**config.mk**
```make
export PLATFORM = sky130hd
export DESIGN_NAME = memory_port_arbiter
export DESIGN_NICKNAME = d
export VERILOG_FILES = /design/src/rtl/memory_port_arbiter_pkg.sv /design/src/rtl/round_robin_pick.sv /design/src/rtl/memory_port_arbiter.sv
export SDC_FILE = /design/constraint.sdc
export NUM_CORES = 1
export LEC_CHECK = 0
export CAP_MARGIN = 20
export CORE_UTILIZATION = 35
export DETAILED_ROUTE_END_ITERATION = 10
export PLACE_DENSITY = 0.81
export SETUP_SLACK_MARGIN = 0.1
export SLEW_MARGIN = 10
export SYNTH_ARGS = -nofsm -noshare
export SYNTH_HDL_FRONTEND = slang
export SYNTH_SLANG_ARGS = --single-unit
```
**constraint.sdc**
```tcl
create_clock -name clock -period 1.6 [get_ports clock]
set_input_delay 0.24 -clock clock [delete_from_list [all_inputs] [get_ports clock]]
set_output_delay 0.24 -clock clock [all_outputs]
set_load 0.02 [all_outputs]
```
**src/rtl/memory_port_arbiter_pkg.sv**
```systemverilog
// Shared encodings for the unified-memory arbiter: FSM states, grant ids,
// and the wait-counter width helper.
package memory_port_arbiter_pkg;

    localparam logic [1:0] STATE_ARB_IDLE    = 2'd0;
    localparam logic [1:0] STATE_ARB_ACCESS  = 2'd1;
    localparam logic [1:0] STATE_ARB_RESPOND = 2'd2;

    localparam logic GRANT_CORE   = 1'b0;
    localparam logic GRANT_LOADER = 1'b1;

    // Counter must hold WAIT_STATES but never collapse to zero bits.
    function automatic int cnt_width(input int wait_states);
        return (wait_states < 1) ? 1 : $clog2(wait_states + 1);
    endfunction

endpackage

```
**src/rtl/round_robin_pick.sv**
```systemverilog
// Two-way round-robin pick between the core and loader ports; purely
// combinational, the arbiter FSM decides when the pick is consumed.
module round_robin_pick
    import memory_port_arbiter_pkg::*;
(
    input  logic core_req,
    input  logic ldr_req,
    input  logic last_grant,
    output logic grant_valid,
    output logic grant_id
);

    assign grant_valid = core_req | ldr_req;
    // On a tie the port that was not served last wins.
    assign grant_id = (core_req && ldr_req) ? ~last_grant :
                      (ldr_req ? GRANT_LOADER : GRANT_CORE);

endmodule

```
**src/rtl/memory_port_arbiter.sv**
```systemverilog
// Arbitrates the single instruction/data memory between the multicycle core
// and the program loader, with a fixed number of wait states per access.
module memory_port_arbiter
    import memory_port_arbiter_pkg::*;
#(
    parameter int ADDR_WIDTH  = 32,
    parameter int DATA_WIDTH  = 32,
    parameter int WAIT_STATES = 2
) (
    input  logic                  clock,
    input  logic                  reset_n,
    input  logic                  core_req,
    input  logic                  core_we,
    input  logic [ADDR_WIDTH-1:0] core_addr,
    input  logic [DATA_WIDTH-1:0] core_wdata,
    output logic [DATA_WIDTH-1:0] core_rdata,
    output logic                  core_ready,
    input  logic                  ldr_req,
    input  logic                  ldr_we,
    input  logic [ADDR_WIDTH-1:0] ldr_addr,
    input  logic [DATA_WIDTH-1:0] ldr_wdata,
    output logic [DATA_WIDTH-1:0] ldr_rdata,
    output logic                  ldr_ready,
    output logic [ADDR_WIDTH-1:0] mem_addr,
    output logic                  mem_re,
    output logic                  mem_we,
    output logic [DATA_WIDTH-1:0] mem_wdata,
    input  logic [DATA_WIDTH-1:0] mem_rdata
);

    localparam int CW = cnt_width(WAIT_STATES);

    logic [1:0]            state;
    logic                  owner;
    logic                  last_grant;
    logic [CW-1:0]         cnt;
    logic                  grant_valid;
    logic                  grant_id;
    logic                  sel_we;
    logic [ADDR_WIDTH-1:0] sel_addr;
    logic [DATA_WIDTH-1:0] sel_wdata;

    round_robin_pick u_pick (
        .core_req   (core_req),
        .ldr_req    (ldr_req),
        .last_grant (last_grant),
        .grant_valid(grant_valid),
        .grant_id   (grant_id)
    );

    assign sel_we    = (grant_id == GRANT_LOADER) ? ldr_we    : core_we;
    assign sel_addr  = (grant_id == GRANT_LOADER) ? ldr_addr  : core_addr;
    assign sel_wdata = (grant_id == GRANT_LOADER) ? ldr_wdata : core_wdata;

    always_ff @(posedge clock or negedge reset_n) begin
        if (!reset_n) begin
            state      <= STATE_ARB_IDLE;
            owner      <= GRANT_CORE;
            last_grant <= GRANT_LOADER;
            cnt        <= '0;
            mem_addr   <= '0;
            mem_wdata  <= '0;
            mem_re     <= 1'b0;
            mem_we     <= 1'b0;
            core_rdata <= '0;
            ldr_rdata  <= '0;
            core_ready <= 1'b0;
            ldr_ready  <= 1'b0;
        end else begin
            core_ready <= 1'b0;
            ldr_ready  <= 1'b0;
            case (state)
                STATE_ARB_IDLE: begin
                    if (grant_valid) begin
                        owner     <= grant_id;
                        mem_addr  <= sel_addr;
                        mem_wdata <= sel_wdata;
                        mem_we    <= sel_we;
                        mem_re    <= ~sel_we;
                        cnt       <= CW'(WAIT_STATES);
                        state     <= STATE_ARB_ACCESS;
                    end
                end
                STATE_ARB_ACCESS: begin
                    if (cnt == '0) begin
                        // Memory data is valid on the last access cycle only.
                        if (mem_re) begin
                            if (owner == GRANT_LOADER) ldr_rdata <= mem_rdata;
                            else                       core_rdata <= mem_rdata;
                        end
                        mem_re <= 1'b0;
                        mem_we <= 1'b0;
                        state  <= STATE_ARB_RESPOND;
                    end else begin
                        cnt <= cnt - 1'b1;
                    end
                end
                STATE_ARB_RESPOND: begin
                    core_ready <= (owner == GRANT_CORE);
                    ldr_ready  <= (owner == GRANT_LOADER);
                    last_grant <= owner;
                    state      <= STATE_ARB_IDLE;
                end
                default: state <= STATE_ARB_IDLE;
            endcase
        end
    end

endmodule

```
==> flow_summary.ini <==
[cts]
numCtsBuffers = 17
cts_buffer_depth = 2
clk_pin_slew_ns = 0.06
cts.root.buffer_cell = clkbuf_16
h-tree-depth = 4
cts_tree = built
cts_sinks = 138
worstSkewPairLatency_ns = 0.41

[floorplanning]
fp.dieW_microns = 133
ios = 298
coreArea_sq_um = 16600
rows = 47
die_area_sq_um = 17600
start_util = 0.359
die_y_microns = 133

[timing]
relSlewSlack = 0.702
hold_violations = 0
skew_ns = 0.00881
min_period_over_period = 1.09
rsz0062_at_grt = yes
drv_slew = 0
fin_ws_ns = -0.145
fmax_ghz = 0.573
setup_violations = 64
worst_pin_slew_ns = 0.446
layout_min_cycle_time_ns = 1.74

[logic_synthesis]
synthTopCellsByCount = 137 x dfrtp_1, 130 x o21ai_0, 65 x mux2i_1
synth_fp_nets = 628
synth_area_leader_cell = dfrtp_1
ys_types = 28
ys.flop_type = dfrtp_1
synth_top_area_share = 0.575
synth_edf_count = 0
syn_area_sq_um = 5960
synth.area.top_cells = dfrtp_1 58%, mux2i_1 11%, o21ai_0 11%
synth-seq-cells = 138
ys_async_sr_fraction = 1.00
synthesis.instances = 460
ys_seq_area_frac = 0.580
synth.avg_cell_area_sq_um = 13.0
synth.most_common_cell = dfrtp_1
yosysWarnings = 0

[drt]
drc = 0
routed_wl_microns = 19400
drtIter0Drc = 258
drt-vias-per-instance = 4.93
first_pass_iters = 4
ant_nets = 0
vias = 5032
avgRoutedWirePerCell_microns = 19.0

[setup_path]
max_stage_delay_ns = 0.39
regToRegSetupSlack_ns = -0.14
critPathMaxFanout = 8
setup.worst_path.start = cnt[0]$_DFFE_PN0P_
startpoint_type = flop
worst-setup-path-type = reg -> reg
crit_top_cell = buf_6
crit_family = buffers and inverters
path_cells = inv_2 -> ha_4 -> nand2_2 -> buf_6 -> nor3_4 -> buf_6 -> buf_6 -> buf_12 -> mux2_4
cp.buffers_inverters = 5
required_ns = 1.89
endpoint_kind = flop
cp_slowest_cell = dfrtp_1
cp.arrival_ns = 2.04
rr_startpoint = cnt[0]$_DFFE_PN0P_

[power]
cellPowerDensity_nw_per_um2 = 1870
power_frac_clock = 0.210
p_leak_nw = 4.98
p_comb_frac = 0.478
power_switching_share = 0.379
internal_power_mw = 12.1
max-vdd-ir-drop_mv = 0.880
switching_power_mw = 7.38
seqPwrFrac = 0.312

[global_routing]
grt_use_total = 0.218
grt_max_degree = 45
grt_first_pass_wirelength_microns = 29300
grt_overflow_total = 0
grt_pass1_vias = 5176
antenna_found_initial = 0

[job]
drv_cap = 0

[layout]
final_util = 0.628
fin_nets = 956
fillerInstances = 1325
regArea_sq_um = 3450
multiInputGateArea_sq_um = 2540
syn_to_final_growth_pct = 74.6
num_antenna_cells = 0
drive_above_1_share = 0.211

[worst_hold_path]
hp-class = in -> async

[placement]
gp_congestion = 0.823
hpwl_microns = 12500
numPortBuffers = 297
post-place-ws_ns = -0.236

[run_status]
status = finished, violations left
violations = setup timing
-- sequential cells by signal, summed over array words and instances, names as in the netlist --
register,cells
last_grant,1
mem_re,1
mem_we,1
mem_addr,32
core_rdata,32
mem_wdata,32
ldr_rdata,32
ldr_ready,1
core_ready,1
cnt,2
state,2
owner,1
-- layout make-up --
| cell class | instances | share of cell area |
|---|---|---|
| inverters | 4 | 0.00144 |
| clock inverters | 15 | 0.0180 |
| well taps | 220 | 0.0264 |
| flip-flops and latches | 138 | 0.332 |
| clock buffers | 17 | 0.0409 |
| repair buffers | 344 | 0.337 |
| multi-input cells | 283 | 0.245 |
-- per-layer routing --
| layer | up-vias | GRT usage | wire [microns] |
|---|---|---|---|
| met3 | 24 | 0.0625 | 1460 |
| met4 | 0 | 0.0849 | 358 |
| met1 | 2463 | 0.257 | 7780 |
| li1 | 2315 | - | - |
| met2 | 230 | 0.374 | 9780 |
| met5 | - | 0 | 0 |
-- power by group through the flow --
| stage | logic (mW) | clock network (mW) | registers, mW |
|---|---|---|---|
| after floorplan | 2.73 | 0 | 8.03 |
| after global placement | 9.33 | 0 | 6.07 |
| after detailed placement | 9.51 | 0 | 6.15 |
| after CTS | 8.90 | 4.19 | 6.05 |
| after global routing | 9.91 | 4.34 | 6.28 |
| final | 9.31 | 4.09 | 6.07 |
-- metrics by stage --
| stage | total power, mW | hold slack, ns | TNS [ns] | instance area (sq um) | instances |
|---|---|---|---|---|---|
| 2_1_floorplan | 10.8 | -0.0556 | -2.87 | 5980 | 460 |
| 3_3_place_gp | 15.4 | 0.206 | -12.46 | 9360 | 965 |
| 3_5_place_dp | 15.7 | 0.202 | -16.69 | 9360 | 965 |
| 4_1_cts | 19.1 | 0.327 | -5.70 | 10100 | 1008 |
| 5_1_grt | 20.5 | 0.361 | -10.47 | 10400 | 1021 |
| 6_report | 19.5 | 0.339 | -7.36 | 10400 | 1021 |
-- timing repair --
| action | CTS | global route |
|---|---|---|
| endpoints found under the setup margin | 266 | 129 |
| gates resized for setup | 183 | 51 |
| setup buffers | 7 | 6 |
| cloned | 3 | 7 |
| hold endpoints to repair | 40 | 0 |
| hold buffers | 1 | 0 |
| pin swaps | 2 | 17 |
-- cells in the final DEF (no fill, tap or decap), drive strengths merged, types with 2 or more instances in the layout --
cell	n
mux2	66
or2	2
clkbuf	22
buf	42
nor2	4
inv	9
bufinv	3
clkinvlp	2
clkdlybuf4s50	164
nand2b	2
ha	2
dfrtp	137
mux2i	65
dlygate4sd2	132
clkinv	5
o21ai	131
-- kinds of logic after synthesis --
family | Yosys count | synth area share
flops | 138 | 0.580
compound gates | 136 | 0.117
mux | 131 | 0.253
buf+inv | 39 | 0.0313
simple gates | 14 | 0.0151
fa+ha+maj | 2 | 0.00420
-- path summary, 6_finish.rpt --
check / cells past startpoint / to
setup / recovery: 9 / core_rdata[6]$_DFFE_PN0P_
hold / removal: 2 / core_rdata[9]$_DFFE_PN0P_
setup reg to reg: 9 / core_rdata[6]$_DFFE_PN0P_
hold reg to reg: 2 / mem_addr[0]$_DFFE_PN0P_
max in group asynchronous: 3 / last_grant$_DFFE_PN1N_
min in group clock: 3 / mem_addr[2]$_DFFE_PN0P_
No activity file was read; power rests on OpenSTA's default activity.
